$ cat src/rtl/div_unit_pkg.sv
// Shared types for the iterative RV32M divide/remainder unit: operation and
// state encodings, datapath width, step count and small decode helpers.
package div_unit_pkg;

    localparam int DIV_W     = 32;
    localparam int DIV_STEPS = 32;

    typedef logic [DIV_W-1:0] word_t;

    typedef enum logic [1:0] {
        DIV_S = 2'b00,
        DIVU  = 2'b01,
        REM_S = 2'b10,
        REMU  = 2'b11
    } div_op_e;

    typedef enum logic [1:0] {
        DIV_IDLE = 2'd0,
        DIV_CALC = 2'd1,
        DIV_DONE = 2'd2
    } div_state_e;

    // Bit 0 of the opcode marks unsigned, bit 1 selects the remainder.
    function automatic logic op_signed(div_op_e op);
        return ~op[0];
    endfunction

    function automatic logic op_rem(div_op_e op);
        return op[1];
    endfunction

    function automatic word_t abs_w(word_t v);
        return v[DIV_W-1] ? -v : v;
    endfunction

endpackage

$ cat src/rtl/div_unit_if.sv
// EX-stage side-band between the pipeline and the divide unit: request,
// operands and flush in; stall request, done pulse and result out.
interface div_unit_if;
    import div_unit_pkg::*;

    logic    start;
    div_op_e DivOp;
    word_t   Operand1;
    word_t   Operand2;
    logic    flush;
    logic    StallReq;
    logic    done;
    word_t   DivOut;

    modport master (
        output start, DivOp, Operand1, Operand2, flush,
        input  StallReq, done, DivOut
    );

    modport slave (
        input  start, DivOp, Operand1, Operand2, flush,
        output StallReq, done, DivOut
    );

endinterface

$ cat src/rtl/div_unit_step.sv
// One restoring radix-2 iteration: shift the next dividend bit into the
// partial remainder, subtract the divisor if it fits, shift the outcome into quo.
module div_unit_step
    import div_unit_pkg::*;
(
    input  word_t rem_i,
    input  word_t quo_i,
    input  word_t dvs_i,
    output word_t rem_o,
    output word_t quo_o
);

    logic [DIV_W:0] shifted;
    logic [DIV_W:0] diff;

    assign shifted = {rem_i, quo_i[DIV_W-1]};
    assign diff    = shifted - {1'b0, dvs_i};

    // rem_i < dvs_i always holds, so whichever value is kept fits in 32 bits.
    always_comb begin
        rem_o = shifted[DIV_W-1:0];
        quo_o = {quo_i[DIV_W-2:0], 1'b0};
        if (!diff[DIV_W]) begin
            rem_o = diff[DIV_W-1:0];
            quo_o = {quo_i[DIV_W-2:0], 1'b1};
        end
    end

endmodule

$ cat src/rtl/div_unit.sv
// Iterative RV32M DIV/DIVU/REM/REMU for EX: 33 cycles start-to-done (1 for divide-by-zero/overflow).
// Latency: 32 CALC cycles then a one-cycle done pulse with DivOut registered.
// Backpressure: StallReq freezes IF/ID/EX while busy; flush aborts to IDLE at the next edge.
module div_unit
    import div_unit_pkg::*;
(
    input  logic       clk,
    input  logic       rst,
    div_unit_if.slave  dif
);

    div_state_e state_q, state_d;
    logic [5:0] cnt_q, cnt_d;
    word_t      rem_q, rem_d;
    word_t      quo_q, quo_d;
    word_t      dvs_q, dvs_d;
    word_t      out_q, out_d;
    div_op_e    op_q, op_d;
    logic       qneg_q, qneg_d;
    logic       rneg_q, rneg_d;
    logic       done_q, done_d;

    word_t step_rem;
    word_t step_quo;

    div_unit_step u_step (
        .rem_i (rem_q),
        .quo_i (quo_q),
        .dvs_i (dvs_q),
        .rem_o (step_rem),
        .quo_o (step_quo)
    );

    logic  in_signed;
    logic  div_zero;
    logic  sgn_ovf;
    logic  accept;
    word_t special_res;
    word_t final_res;

    always_comb begin
        in_signed = op_signed(dif.DivOp);
        div_zero  = (dif.Operand2 == '0);
        sgn_ovf   = in_signed && (dif.Operand1 == 32'h8000_0000)
                              && (dif.Operand2 == 32'hFFFF_FFFF);
        accept    = (state_q == DIV_IDLE) && dif.start && !dif.flush;

        // Divide-by-zero keeps the raw dividend as remainder, even for signed ops.
        if (div_zero) begin
            special_res = op_rem(dif.DivOp) ? dif.Operand1 : 32'hFFFF_FFFF;
        end else begin
            special_res = op_rem(dif.DivOp) ? 32'h0 : 32'h8000_0000;
        end

        if (op_rem(op_q)) begin
            final_res = rneg_q ? -step_rem : step_rem;
        end else begin
            final_res = qneg_q ? -step_quo : step_quo;
        end
    end

    assign dif.StallReq = (state_q == DIV_CALC) || accept;
    assign dif.done     = done_q;
    assign dif.DivOut   = out_q;

    always_comb begin
        state_d = state_q;
        cnt_d   = cnt_q;
        rem_d   = rem_q;
        quo_d   = quo_q;
        dvs_d   = dvs_q;
        out_d   = out_q;
        op_d    = op_q;
        qneg_d  = qneg_q;
        rneg_d  = rneg_q;
        done_d  = 1'b0;

        if (dif.flush) begin
            state_d = DIV_IDLE;
        end else begin
            unique case (state_q)
                DIV_IDLE: begin
                    if (dif.start) begin
                        op_d = dif.DivOp;
                        if (div_zero || sgn_ovf) begin
                            out_d   = special_res;
                            done_d  = 1'b1;
                            state_d = DIV_DONE;
                        end else begin
                            rem_d   = '0;
                            quo_d   = in_signed ? abs_w(dif.Operand1) : dif.Operand1;
                            dvs_d   = in_signed ? abs_w(dif.Operand2) : dif.Operand2;
                            qneg_d  = in_signed && (dif.Operand1[DIV_W-1] ^ dif.Operand2[DIV_W-1]);
                            rneg_d  = in_signed && dif.Operand1[DIV_W-1];
                            cnt_d   = '0;
                            state_d = DIV_CALC;
                        end
                    end
                end
                DIV_CALC: begin
                    rem_d = step_rem;
                    quo_d = step_quo;
                    cnt_d = cnt_q + 6'd1;
                    // The 32nd step's result goes straight into DivOut.
                    if (cnt_q == 6'(DIV_STEPS - 1)) begin
                        out_d   = final_res;
                        done_d  = 1'b1;
                        state_d = DIV_DONE;
                    end
                end
                DIV_DONE: begin
                    state_d = DIV_IDLE;
                end
                default: begin
                    state_d = DIV_IDLE;
                end
            endcase
        end
    end

    always_ff @(posedge clk) begin
        if (rst) begin
            state_q <= DIV_IDLE;
            cnt_q   <= '0;
            rem_q   <= '0;
            quo_q   <= '0;
            dvs_q   <= '0;
            out_q   <= '0;
            op_q    <= DIV_S;
            qneg_q  <= 1'b0;
            rneg_q  <= 1'b0;
            done_q  <= 1'b0;
        end else begin
            state_q <= state_d;
            cnt_q   <= cnt_d;
            rem_q   <= rem_d;
            quo_q   <= quo_d;
            dvs_q   <= dvs_d;
            out_q   <= out_d;
            op_q    <= op_d;
            qneg_q  <= qneg_d;
            rneg_q  <= rneg_d;
            done_q  <= done_d;
        end
    end

endmodule

$ cat src/flat_wrapper.sv
// flat-port wrapper written by rule: the top's interface ports become plain ports
module div_unit_flat import div_unit_pkg::*;
  (clk, rst, dif_start, dif_DivOp, dif_Operand1, dif_Operand2, dif_flush, dif_StallReq, dif_done, dif_DivOut);
  div_unit_if dif_i ();
  input  logic clk;
  input  logic rst;
  input wire logic [$bits(dif_i.start)-1:0] dif_start;
  input wire logic [$bits(dif_i.DivOp)-1:0] dif_DivOp;
  input wire logic [$bits(dif_i.Operand1)-1:0] dif_Operand1;
  input wire logic [$bits(dif_i.Operand2)-1:0] dif_Operand2;
  input wire logic [$bits(dif_i.flush)-1:0] dif_flush;
  output wire logic [$bits(dif_i.StallReq)-1:0] dif_StallReq;
  output wire logic [$bits(dif_i.done)-1:0] dif_done;
  output wire logic [$bits(dif_i.DivOut)-1:0] dif_DivOut;
  assign dif_i.start = dif_start;
  assign dif_i.DivOp = dif_DivOp;
  assign dif_i.Operand1 = dif_Operand1;
  assign dif_i.Operand2 = dif_Operand2;
  assign dif_i.flush = dif_flush;
  assign dif_StallReq = dif_i.StallReq;
  assign dif_done = dif_i.done;
  assign dif_DivOut = dif_i.DivOut;
  div_unit u_core (.clk(clk), .rst(rst), .dif(dif_i));
endmodule
$ cat config.mk
export PLATFORM = sky130hd
export DESIGN_NAME = div_unit_flat
export DESIGN_NICKNAME = d
export VERILOG_FILES = /design/src/rtl/div_unit_pkg.sv /design/src/rtl/div_unit_if.sv /design/src/rtl/div_unit_step.sv /design/src/rtl/div_unit.sv /design/src/flat_wrapper.sv
export SDC_FILE = /design/constraint.sdc
export NUM_CORES = 1
export LEC_CHECK = 0
export CAP_MARGIN = 20
export CORE_UTILIZATION = 35
export CTS_CLUSTER_SIZE = 14
export DETAILED_ROUTE_END_ITERATION = 10
export SYNTH_ARGS = -nofsm -noshare
export SYNTH_HDL_FRONTEND = slang
export SYNTH_SLANG_ARGS = --single-unit
$ cat constraint.sdc
create_clock -name clk -period 11.1 [get_ports clk]
set_input_delay 1.11 -clock clk [delete_from_list [all_inputs] [get_ports clk]]
set_output_delay 1.11 -clock clk [all_outputs]
set_load 0.03 [all_outputs]
==> qor.yml, run 1 <==
run_status:
  outcome: "complete, no violations"
pwr:
  cellPowerDensity_mw_per_mm2: 109
  power_frac_seq_pct: 36.1
  combPwrFrac_pct: 23.0
  swShare_pct: 32.5
  p_clk_share_pct: 40.9
  peakVddDrop_uv: 104
  power_mw: 1.49
  power_leakage_nw: 4.92
  switchingPower_uw: 484
  p_int_mw: 1.01
sta:
  layout_setup_ws_ns: 5.18
  tns_ns: 0
  rsz0062_at_grt: "no"
  fin_skew_ns: 0.0117
  relSlewSlack_pct: 28.7
  timing.final.crit_period_ns: 5.92
  finalHoldViolCount: 0
  tightest_slew_ns: 1.07
  final_max_slew_viol_count: 0
  setup_viol: 0
  finalCritPeriodShare_pct: 53.3
  clock.fmax_mhz: 169
synth:
  syn-cell-area_sq_mm: 0.0118
  synth_area_leaders: "dfxtp_1, nor2_1, nand2_1, a21oi_1, xor2_1"
  synth-xor-area-share_pct: 9.67
  synth-compound-area-share_pct: 29.3
  synthArstFlopShare_pct: 0
  synthFlopType: "dfxtp_1"
  synth_top_family_by_area: "compound AO/OA/AOI/OAI gates"
  synth-edff-count: 0
  synth_seq_area_share_pct: 23.8
  yosys_warnings: 0
  synth_top_area_cell: "dfxtp_1"
  synthCells: 1646
  synth_nets: 1755
  ys_types: 80
  synthMuxAreaShare_pct: 2.56
  synth-simple-area-share_pct: 24.7
  syn_avg_cell_area_sq_um: 7.15
  synth_top_cell_area_share_pct: 23.8
  synth-adder-area-share_pct: 4.21
  ys_ff_latch: 140
setup_path:
  crit_start: "u_core.quo_q[31]"
  critPathCapture: "u_core.dif.DivOut[28]"
  end_kind: "flop"
  required_ns: 11.39
  crit_arrival_ns: 6.20
  path_class: "reg2reg"
  r2r_end: "u_core.dif.DivOut[28]"
  crit_fanout: 48
  critPathLaunchType: "flop"
  r2r_cells: 24
  r2r_start: "u_core.quo_q[31]"
  ff2ff_setup_slack_ns: 5.18
final_layout:
  final_common_cell: "nor2_1"
  diodes: 0
  drive_gt1_share_pct: 5.15
  fillers: 3352
  layout_common_cells: "nor2_1, nand2_1, dfxtp_1, a21oi_1, clkdlybuf4s50_1"
  final_util_pct: 41.7
  num-nets-final: 1786
  area_delta_synth_final_pct: 16.0
  stdcell_count: 2132
clock_tree:
  clock_path_buffers: 2
  worst_setup_hold_path_clk_slew_ns: 0.07
  ctsHoldBuffers: 0
  ctsResizeCount: 0
  htree_num_levels: 4
  cts_root_buffer: "clkbuf_16"
  worstSkewPairLatency_ns: 0.44
  cts-buffers-inserted: 17
  cts_tree: "yes"
  cts_setup_buffers: 0
  clock_sinks: 140
place:
  dpl.hpwl_microns: 28900
  pre_cts_slack_ns: 5.22
  gp_congestion: 0.915
  dp.cells: 2099
  portBuffers: 103
die:
  num_io_pins: 104
  dieArea_sq_mm: 0.0344
  die_w_microns: 185
  die_h_microns: 185
  core_area_sq_mm: 0.0328
  start_util_pct: 35.9
  fp-row-count: 66
grt:
  grt_max_degree: 92
  grt_pass1_wl_microns: 60800
  grt-ovfl-total: 0
  grt_pass1_vias: 11200
  track_usage_pct: 22.4
  antenna_found_initial: 0
drt:
  vias: 12100
  drt-initial-drc-count: 1152
  routedWlPerCell_microns: 18.0
  post-route-drc-count: 0
  drt_pre_antenna_iters: 5
  drt_wl_total_microns: 38300
  ant_nets: 0
  viasPerCell: 5.69
flow_run:
  drv_cap: 0
worst_hold_path:
  hold_path_class: "reg2reg"
-- registers in the layout (all words and copies together) (netlist names) --
register	flops
u_core.dif.DivOut	32
u_core.rneg_q	1
u_core.dvs_q	32
u_core.rem_q	32
u_core.state_q	2
u_core.quo_q	32
u_core.dif.done	1
u_core.cnt_q	6
u_core.qneg_q	1
u_core.op_q	1
-- metal layers --
metal  GRT usage, %  up-vias  part of all wire, %
li1               -     6060                    -
met1           29.6     5727                   46
met2           37.9      299                   48
met3           2.42       49                  3.6
met4           7.07        0                  2.3
met5              0        -                    0
-- power by group through the flow --
stage          Sequential [mW]  Clock, mW  Combinational [mW]
3_5_place_dp             0.550          0               0.338
5_1_grt                  0.541      0.641               0.379
3_3_place_gp             0.550          0               0.336
2_1_floorplan            0.541          0               0.237
6_report                 0.539      0.609               0.343
4_1_cts                  0.538      0.618               0.340
-- cell type report --
class	instances	area, sq um	share of cell area [%]
multi-input cells	1338	8310	60.8
flip-flops and latches	140	2800	20.5
repair buffers	121	1160	8.50
well taps	442	553	4.05
clock buffers	18	429	3.14
inverters	59	221	1.62
clock inverters	14	181	1.33
-- kinds of logic after synthesis --
family | count (synthesis)
buf+inv | 168
flops | 140
xor+xnor | 130
mux | 29
compound gates | 520
fa+ha+maj | 39
simple gates | 620
-- worst max-delay path, cell delays in order (launching register included) --
cell	delay, ns
dfxtp_1	0.35
inv_1	0.06
ha_1	0.20
fa_1	0.42
nor2b_2	0.21
o31ai_2	0.12
a21o_1	0.24
a211o_1	0.43
a21oi_2	0.25
a211oi_4	0.04
buf_4	0.22
inv_2	0.21
buf_4	0.46
nor2_1	0.07
a21oi_1	0.22
ha_1	0.29
nand2_1	0.07
a21oi_1	0.16
o2111ai_1	0.21
or3_1	0.36
mux2i_1	0.20
o211ai_1	0.30
o41ai_2	0.39
xnor2_1	0.17
o22ai_1	0.08
-- per-stage QoR --
stage	hold slack [ns]	cell area, sq um
finish	0.471	13700
global route	0.490	13700
CTS	0.477	13600
detailed placement	0.468	13000
global placement	0.463	13000
floorplan	0.432	11800
-- worst min path at each step --
stage	from	endpoint	slack (ns)	cells past startpoint
floorplan	u_core.dvs_q[31]	u_core.dvs_q[31]	0.43	2
global placement	u_core.cnt_q[1]	u_core.cnt_q[1]	0.46	2
detailed placement	u_core.dvs_q[4]	u_core.dvs_q[4]	0.47	2
CTS	u_core.cnt_q[1]	u_core.cnt_q[1]	0.48	2
global route	u_core.cnt_q[1]	u_core.cnt_q[1]	0.49	2
finish	u_core.dvs_q[4]	u_core.dvs_q[4]	0.47	2
-- cell usage after synthesis (all sizes together), types with 4 or more instances --
library cell and count:
nor2b 5, o22ai 7, dfxtp 140, o41ai 11
inv 59, mux2i 20, a21oi 126, or2 6
and3 8, nand2b 13, mux2 9, o21a 11
clkbuf 71, o31a 7, o21ai 113, o21bai 12
a21o 17, nand4 25, nor2 198, ha 38
nor3 49, nand3b 7, xnor2 60, or3 29
a211oi 62, nand3 46, nand2 173, o2111ai 4
buf 38, a22oi 20, nor4 23, and2 13
o211ai 37, nor3b 4, a221oi 4, and4 6
o31ai 30, a311oi 9, xor2 70, a21boi 6
a31oi 18, or4 8
No activity file was read; power rests on OpenSTA's default activity.
==> inputs of run 2 (changes only) <==
Clock period 11.1 ns to 5.4 ns, I/O delays scaled along.
==> qor.yml, run 2 (synthesis gave the netlist of run 1 again) <==
sta:
  whs_ns: 0.456  # -0.0154 ns
  setup_viol: 0  # unchanged
  clock.fmax_mhz: 197  # +17%
  timing.final.crit_period_ns: 5.07  # -0.849 ns
  final_max_slew_viol_count: 0  # unchanged
  tightest_slew_ns: 0.976  # -0.0934 ns
  finalCritPeriodShare_pct: 93.9  # +41 points
  finalHoldViolCount: 0  # unchanged
  rsz0062_at_grt: "no"
  tns_ns: 0  # unchanged
  fin_skew_ns: 0.0172  # +0.00555 ns
  relSlewSlack_pct: 34.8  # +6.1 points
setup_path:
  path_class: "reg2reg"
  crit_arrival_ns: 5.36  # -0.84 ns
  crit_start: "u_core.quo_q[31]"
  slowest_delay_ns: 0.42  # -0.04 ns
  required_ns: 5.69  # -5.70 ns
  crit_slowest_cell: "fa_1"
  critPathLaunchType: "flop"
  crit_fanout: 7  # -85%
  end_kind: "flop"
  crit_chain: "inv_1 > ha_1 > fa_1 > nor2b_2 > o31ai_2 > a21o_1 > a211oi_4 > o21ai_2 > a211oi_4 > inv_2 > a21oi_1 > ha_2 > nand2_1 > a21oi_1 > o2111ai_1 > or3_1 > mux2i_1 > o211ai_1 > buf_4 > o41ai_2 > xnor2_1 > o22ai_1"
  r2r_start: "u_core.quo_q[31]"
pwr:
  power_frac_seq_pct: 36.9  # +0.8 points
  combPwrFrac_pct: 24.1  # +1.1 points
  peakVddDrop_uv: 214  # +110%
  p_clk_share_pct: 38.9  # -2.0 points
  cellPowerDensity_mw_per_mm2: 217  # +99%
  p_int_mw: 1.94  # +93%
  switchingPower_mw: 1.04  # +120%
  swShare_pct: 34.9  # +2.4 points
  power_mw: 2.99  # +100%
  power_leakage_nw: 4.97  # +1.2%
final_layout:
  area_delta_synth_final_pct: 16.7
  layout_common_cells: "nor2_1, nand2_1, dfxtp_1, a21oi_1, clkdlybuf4s50_1"
  fillers: 3421  # +2.1%
  drive_gt1_share_pct: 6.04  # +0.90 points
  final_common_cell: "nor2_1"
  diodes: 0  # unchanged
  design_area_sq_mm: 0.0137  # +0.59%
  num-nets-final: 1800  # +0.78%
drt:
  drt_wl_total_microns: 39600  # +3.4%
  routedWlPerCell_microns: 18.5  # +2.7%
  drt_pre_antenna_iters: 6  # +1
  post-route-drc-count: 0  # unchanged
  viasPerCell: 5.78  # +1.5%
  vias: 12400  # +2.2%
  drt-initial-drc-count: 1140  # -1.0%
  ant_nets: 0  # unchanged
grt:
  antenna_found_initial: 0  # unchanged
  grt_max_degree: 83  # -9.8%
  track_usage_pct: 22.9  # +0.45 points
  grt_pass1_vias: 11300  # +1.1%
  grt_pass1_wl_microns: 61600  # +1.4%
  grt-ovfl-total: 0  # unchanged
clock_tree:
  clock_sinks: 140  # unchanged
  clock_path_buffers: 2  # unchanged
  worstSkewPairLatency_ns: 0.45  # about the same
  cts_tree: "yes"
  htree_num_levels: 4  # unchanged
  worst_setup_hold_path_clk_slew_ns: 0.07  # about the same
  cts-buffers-inserted: 17  # unchanged
  cts_root_buffer: "clkbuf_16"
run_status:
  outcome: "complete, no violations"
place:
  portBuffers: 103  # unchanged
  placed_cell_area_sq_mm: 0.0132  # +1.0%
  gp_congestion: 0.909  # -0.66%
  dpl.hpwl_microns: 29700  # +2.8%
die:
  num_io_pins: 104  # unchanged
  core_area_sq_mm: 0.0328  # unchanged
  dieArea_sq_mm: 0.0344  # unchanged
  fp-row-count: 66  # unchanged
  die_h_microns: 185  # unchanged
  start_util_pct: 35.9  # unchanged
  die_w_microns: 185  # unchanged
worst_hold_path:
  min_from: "u_core.dvs_q[31]"
  hold_path_class: "reg2reg"
flow_run:
  drv_cap: 0  # unchanged
==> run 2: changes by cell type in the layout (fill, tap and decap cells not counted), moves of 2 or more <==
cell and change:
buf_12 +2, inv_8 +3, buf_4 +13, bufinv_16 -3
==> run 2: critical path: cells and delay by family, from the launching register on <==
kind                     cells  cell delay (ns)
AND/OR/NAND/NOR              3             0.65
buffers and inverters        3             0.37
flip-flops                   1             0.36
AO/OA/AOI/OAI               11             2.30
XOR/XNOR                     1             0.16
multiplexers                 1             0.20
adder cells (fa/ha/maj)      3             0.90
==> run 2: layer usage <==
metal,global-route usage (%),share of wire (%)
met3,2.30,4.3
met1,29.8,45
met4,8.83,3.0
met2,38.6,47
met5,0,0
==> run 2: power by group through the flow <==
stage               sequential, mW  clock [mW]  combinational [mW]
floorplan                     1.11           0               0.488
global placement              1.13           0               0.707
detailed placement            1.13           0               0.711
CTS                           1.10        1.17               0.715
global route                  1.11        1.21               0.794
finish                        1.10        1.16               0.721
==> run 2: worst paths after layout <==
check	end	slack (ns)	depth (start not counted)
setup / recovery	u_core.dif.DivOut[28]	0.33	22
hold / removal	u_core.dvs_q[31]	0.46	2
setup reg to reg	u_core.dif.DivOut[28]	0.33	22
hold reg to reg	u_core.dvs_q[31]	0.46	2
==> run 2: through the flow <==
step	cells	setup slack, ns	util [%]
2_1_floorplan	1646	0.422	-
3_3_place_gp	2112	0.428	40.2
3_5_place_dp	2113	0.277	40.2
4_1_cts	2145	0.264	41.9
5_1_grt	2146	0.00647	41.9
6_report	2146	0.331	41.9
==> run 2: what timing repair did <==
item | 4_1_cts | 5_1_grt
gates resized for setup | 0 | 1
setup buffers | 0 | 1
hold buffers | 0 | 0
endpoints found under the setup margin | 0 | 5
==> run 2: final cells by class <==
class / count / area, sq um / area share (%)
Clock buffer: 17 / 425 / 3.10
Clock inverter: 15 / 130 / 0.947
Inverter: 59 / 221 / 1.61
Multi-Input combinational cell: 1338 / 8310 / 60.5
Sequential cell: 140 / 2800 / 20.4
Tap cell: 442 / 553 / 4.03
Timing Repair Buffer: 135 / 1290 / 9.42
==> inputs of run 3 (changes only) <==
Settings changed: PLACE_DENSITY set to 0.6.
==> results of run 3 <==
Same layout as run 2: the final DEF is identical, and so are final timing and power.
==> variant 1 (config.mk and constraints of run 3) <==
Compare `cnt_q` against `6'(DIV_STEPS - 1)` with >= in place of ==.
--- a/src/rtl/div_unit.sv
+++ b/src/rtl/div_unit.sv
@@ -104,3 +104,3 @@
                     // The 32nd step's result goes straight into DivOut.
-                    if (cnt_q == 6'(DIV_STEPS - 1)) begin
+                    if (cnt_q >= 6'(DIV_STEPS - 1)) begin
                         out_d   = final_res;
Behaviour: no difference found for any inputs over 4 cycles, from zero or initial values and one cycle with rst high; that may be too few to reach the edited logic, so the function may still have changed.
==> variant 1 against run 3 <==
- worst setup slack better by 0.11 ns
- final cell count is 1.0% lower
- cell area is 0.45% lower
- die area is 1.4% lower
- wire length is 3.5% higher
- synthesized area is 1.4% lower
- clock skew is 0.0056 ns lower
- sequential cell count stayed put
- combinational power is 7.1% higher
- total power is 4.9% higher
- critical path type unchanged
==> variant 1: results (changes against run 3) <==
[setup_path]
cp-startpoint = u_core.quo_q[31]$_SDFFE_PP0P_
crit_path_max_incr_delay_ns = 0.40  ; -0.02 ns
ff2ff_setup_slack_ns = 0.44  ; +0.11 ns
worstPathArrival_ns = 5.34  ; -0.02 ns
critPathMaxFanout = 18  ; +11
critical_path.endpoint = u_core.dif.DivOut[28]$_SDFFE_PP0P_

[sta]
setup_violations = 0  ; unchanged
skew_ns = 0.0117  ; -0.00558 ns
whs_ns = 0.456  ; +0.000835 ns
period_needed_ns = 4.96  ; -0.105 ns
maxSlewHeadroom_pct = 29.9  ; -4.9 points

[global_route]
grt_pass1_wl_um = 64000  ; +3.8%
grt_max_degree = 92  ; +11%
track_usage_pct = 24.2  ; +1.4 points
use_met2_pct = 39.3  ; +0.70 points
grt_pass1_vias = 11512  ; +1.7%
use_met3_pct = 2.98  ; +0.68 points
grtUsageMet1_pct = 32.0  ; +2.2 points

[placement]
dpl.hpwl_um = 30500  ; +2.5%
placed_cells = 2091  ; -1.0%
dp_slack_ns = 0.377  ; +0.0998 ns
place.gp.congestion = 0.920  ; +1.2%
placed_area_sq_um = 13100  ; -0.85%

[power_and_ir_drop]
ir_worst_vdd_v = 0.000205  ; -4.3%
power_leakage_uw = 0.00490  ; -1.4%

[clocking]
clkSlewWorstSetupHoldPaths_ns = 0.06
cts_buffers = 17  ; unchanged
clkLatencyLatePin_ns = 0.44
htreeDepth = 4  ; unchanged
ctsLongestPathBuffers = 2  ; unchanged
ctsResizeCount = 0  ; unchanged

[routing]
drtPass1Iterations = 5  ; -1
drtIter0Drc = 1244  ; +9.1%
wirelength_um = 41000  ; +3.5%
viasPerCell = 5.85  ; +1.2%
top_layer = met4
wirelength_met1_um = 18200  ; +0.87%
dr_wl_met2_um = 18800  ; +0.38%
met3_length_um = 2300  ; +36%
wl_per_cell_um = 19.3  ; +4.6%

[yosys]
synth_compound_area_share_pct = 29.2  ; -0.11 points
yosys.area_share.adder_pct = 4.27  ; +0.059 points
synth_common_cells = 196 x nand2_1, 164 x nor2_1, 158 x a21oi_1, 140 x dfxtp_1, 97 x o21ai_0
synth_warnings = 0  ; unchanged
synthMuxAreaShare_pct = 2.12  ; -0.44 points
postSynthCellCount = 1618  ; -1.7%
ys_top_cells_by_area = dfxtp_1 24%, a21oi_1 6.8%, nand2_1 6.3%
synth_xor_area_share_pct = 9.43  ; -0.24 points
ys_seq_area_share_pct = 24.1  ; +0.34 points
syn_nets = 1727  ; -1.6%
yosysUniqueCellTypes = 84  ; +5.0%

[layout]
final.fill_count = 3346  ; -2.2%
drive_above_1_share_pct = 6.30  ; +0.26 points
finish.net_count = 1778  ; -1.2%

[run_status]
status = complete, no violations

==> variant 1: changes by cell type after synthesis, moves of 12 or more <==
cell      change
nand2_1      +23
a21oi_1      +34
buf_1        +12
o21ai_1      -14
a22oi_1      -13
a211oi_1     -13
nor2_1       -34
buf_2        -25
==> variant 1: cell type report <==
type / count / area (sq um) / share of cell area (%)
Clock buffer: 17 / 425 / 3.11
Clock inverter: 15 / 179 / 1.31
Inverter: 64 / 243 / 1.78
Multi-Input combinational cell: 1311 / 8200 / 60.0
Sequential cell: 140 / 2800 / 20.5
Tap cell: 442 / 553 / 4.04
Timing Repair Buffer: 135 / 1270 / 9.28
==> variant 1: where the power goes <==
| part | switching [uW] | leakage, uW | internal [uW] | total [uW] |
|---|---|---|---|---|
| Combinational | 497 | 0.00347 | 275 | 772 |
| Clock | 549 | 0.000291 | 699 | 1250 |
| Sequential | 37.4 | 0.00114 | 1080 | 1110 |
| Total | 1080 | 0.00490 | 2050 | 3130 |
==> variant 2 (config.mk and constraints of run 3) <==
Made on the original files. Set the package constant `DIV_STEPS` to 24 (it was 32).
--- a/src/rtl/div_unit_pkg.sv
+++ b/src/rtl/div_unit_pkg.sv
@@ -5,3 +5,3 @@
     localparam int DIV_W     = 32;
-    localparam int DIV_STEPS = 32;
+    localparam int DIV_STEPS = 24;
 
Function: same outputs for any inputs over 4 cycles, from zero or initial values and one cycle with rst high; that may be too few to reach the edited logic, so the function may still have changed.
==> variant 2 against run 3 <==
- cell area is 1.6% lower
- core utilization shrank 0.36 points
- wire length up 0.21%
- highest routed layer unchanged
- combinational power grew 6.0%
- synthesized area down 1.9%
- sequential cell count stayed put
- largest cell class unchanged
- worst setup slack worse by 0.0063 ns
- critical path depth fell by 4
- total power grew 2.1%
==> variant 2: results (changes against run 3) <==
[setup_path]
regToRegStartpoint = u_core.rem_q[10]$_SDFFE_PP0P_
critPathMaxFanout = 58  ; +51
worstPathArrival_ns = 5.36  ; about the same
r2r_cells = 18  ; -18%
timing.rr.end = u_core.dif.DivOut[28]$_SDFFE_PP0P_

[routing]
wirelength_met1_um = 17800  ; -0.99%
drtPass1Iterations = 5  ; -1
drtIter0Drc = 1065  ; -6.6%
top_layer = met4
via_count = 12229  ; -1.4%
wirelength_um = 39700  ; +0.21%
dr_wl_met2_um = 18900  ; +1.1%
met3_length_um = 1670  ; -1.1%

[yosys]
ys_seq_area_share_pct = 24.3  ; +0.46 points
yosysUniqueCellTypes = 75  ; -6.3%
synth_xor_area_share_pct = 9.93  ; +0.26 points
ys_top_cells_by_area = dfxtp_1 24%, a21oi_1 6.8%, nand2_1 6.6%
yosys.area_share.adder_pct = 4.29  ; +0.081 points
synth_compound_area_share_pct = 29.7  ; +0.37 points
synthMuxAreaShare_pct = 1.44  ; -1.1 points
synth_common_cells = 202 x nand2_1, 183 x nor2_1, 157 x a21oi_1, 140 x dfxtp_1, 105 x o21ai_0
avgSynthCellArea_sq_um = 7.04  ; -1.5%
syn_nets = 1749  ; -0.34%

[clocking]
ctsLongestPathBuffers = 2  ; unchanged
htreeDepth = 4  ; unchanged
clkLatencyLatePin_ns = 0.44
post_cts.repair.setup_buffers = 0  ; unchanged
cts_buffers = 17  ; unchanged

[global_route]
grt_pass1_vias = 11288  ; -0.28%
use_met3_pct = 2.97  ; +0.67 points
grt_pass1_wl_um = 62600  ; +1.6%
track_usage_pct = 23.5  ; +0.58 points
use_met2_pct = 39.0  ; +0.47 points
grtUsageMet1_pct = 30.7  ; +0.92 points
antenna_found_initial = 1  ; +1
grt_max_degree = 82  ; -1.2%

[layout]
fin_cells = 2129  ; -0.79%
final.fill_count = 3370  ; -1.5%
drive_above_1_share_pct = 5.46  ; -0.59 points
finish.net_count = 1782  ; -1.0%

[placement]
placed_area_sq_um = 12900  ; -1.8%
place.gp.congestion = 0.904  ; -0.52%
dpl.hpwl_um = 29400  ; -1.1%

[hold_path]
hold_depth = 2  ; unchanged
hp-start = u_core.dif.DivOut[19]$_SDFFE_PP0P_
hold_end = u_core.dif.DivOut[19]$_SDFFE_PP0P_

[sta]
skew_ns = 0.0172  ; -0.0000761 ns
whs_ns = 0.442  ; -0.0133 ns
worst_pin_slew_ns = 1.06  ; +0.0847 ns

[run_status]
status = complete, no violations

[power_and_ir_drop]
ir_worst_vdd_v = 0.000208  ; -2.8%
power_leakage_uw = 0.00494  ; -0.78%

==> variant 2: cell types whose count changed after synthesis, sizes merged, moves of 8 or more <==
cell,change
clkbuf,+15
nor2,-14
o21bai,-11
buf,-8
xor2,+11
a21oi,+33
nand2,+29
mux2i,-9
a311oi,+12
xnor2,-10
a22oi,-12
or3,-10
==> variant 2: worst max-delay path by stage <==
stage,startpoint,to,cells after the start
2_1_floorplan,u_core.quo_q[31]$_SDFFE_PP0P_,u_core.dif.DivOut[22]$_SDFFE_PP0P_,25
3_3_place_gp,u_core.rem_q[10]$_SDFFE_PP0P_,u_core.dif.DivOut[28]$_SDFFE_PP0P_,18
3_5_place_dp,u_core.rem_q[10]$_SDFFE_PP0P_,u_core.dif.DivOut[28]$_SDFFE_PP0P_,18
4_1_cts,u_core.rem_q[10]$_SDFFE_PP0P_,u_core.dif.DivOut[28]$_SDFFE_PP0P_,18
5_1_grt,u_core.quo_q[31]$_SDFFE_PP0P_,u_core.dif.DivOut[22]$_SDFFE_PP0P_,21
6_report,u_core.rem_q[10]$_SDFFE_PP0P_,u_core.dif.DivOut[28]$_SDFFE_PP0P_,18
==> variant 2: area by class of cell <==
cell class | instances | area (sq um) | area share [%]
Tap cell | 442 | 553 | 4.09
Timing Repair Buffer | 130 | 1270 | 9.39
Inverter | 59 | 225 | 1.67
Clock inverter | 14 | 125 | 0.926
Antenna cell | 1 | 2.50 | 0.0185
Sequential cell | 140 | 2800 | 20.7
Multi-Input combinational cell | 1325 | 8100 | 59.9
Clock buffer | 18 | 439 | 3.25
==> variant 2: where the power goes <==
part	switching [uW]	internal (uW)	total, uW
logic	481	284	764
registers	38.2	1080	1110
clock network	552	618	1170
total	1070	1980	3050
==> variant 2: cell families after synthesis <==
kind of cell / after synthesis
compound gates: 527
xor+xnor: 131
fa+ha+maj: 39
buf+inv: 175
flops: 140
mux: 16
simple gates: 612
==> variant 2: through the flow <==
step,setup slack (ns),total power [uW]
5_1_grt,-0.0692,3200
2_1_floorplan,0.370,1630
3_5_place_dp,0.234,1890
6_report,0.325,3050
4_1_cts,0.176,3050
3_3_place_gp,0.295,1880
==> variant 2: critical path, stage by stage (launching register included) <==
cell	delay (ns)
dfxtp_1	0.44
ha_1	0.39
a21oi_2	0.32
o21ai_0	0.22
a22oi_1	0.34
a21boi_0	0.15
o211a_1	0.29
clkinvlp_4	0.19
buf_12	0.29
ha_1	0.28
nand2_1	0.13
or2_2	0.37
o31ai_1	0.38
o21ai_1	0.20
nor2_1	0.16
xor2_1	0.30
o221ai_1	0.16
o31ai_1	0.21
a31oi_1	0.10
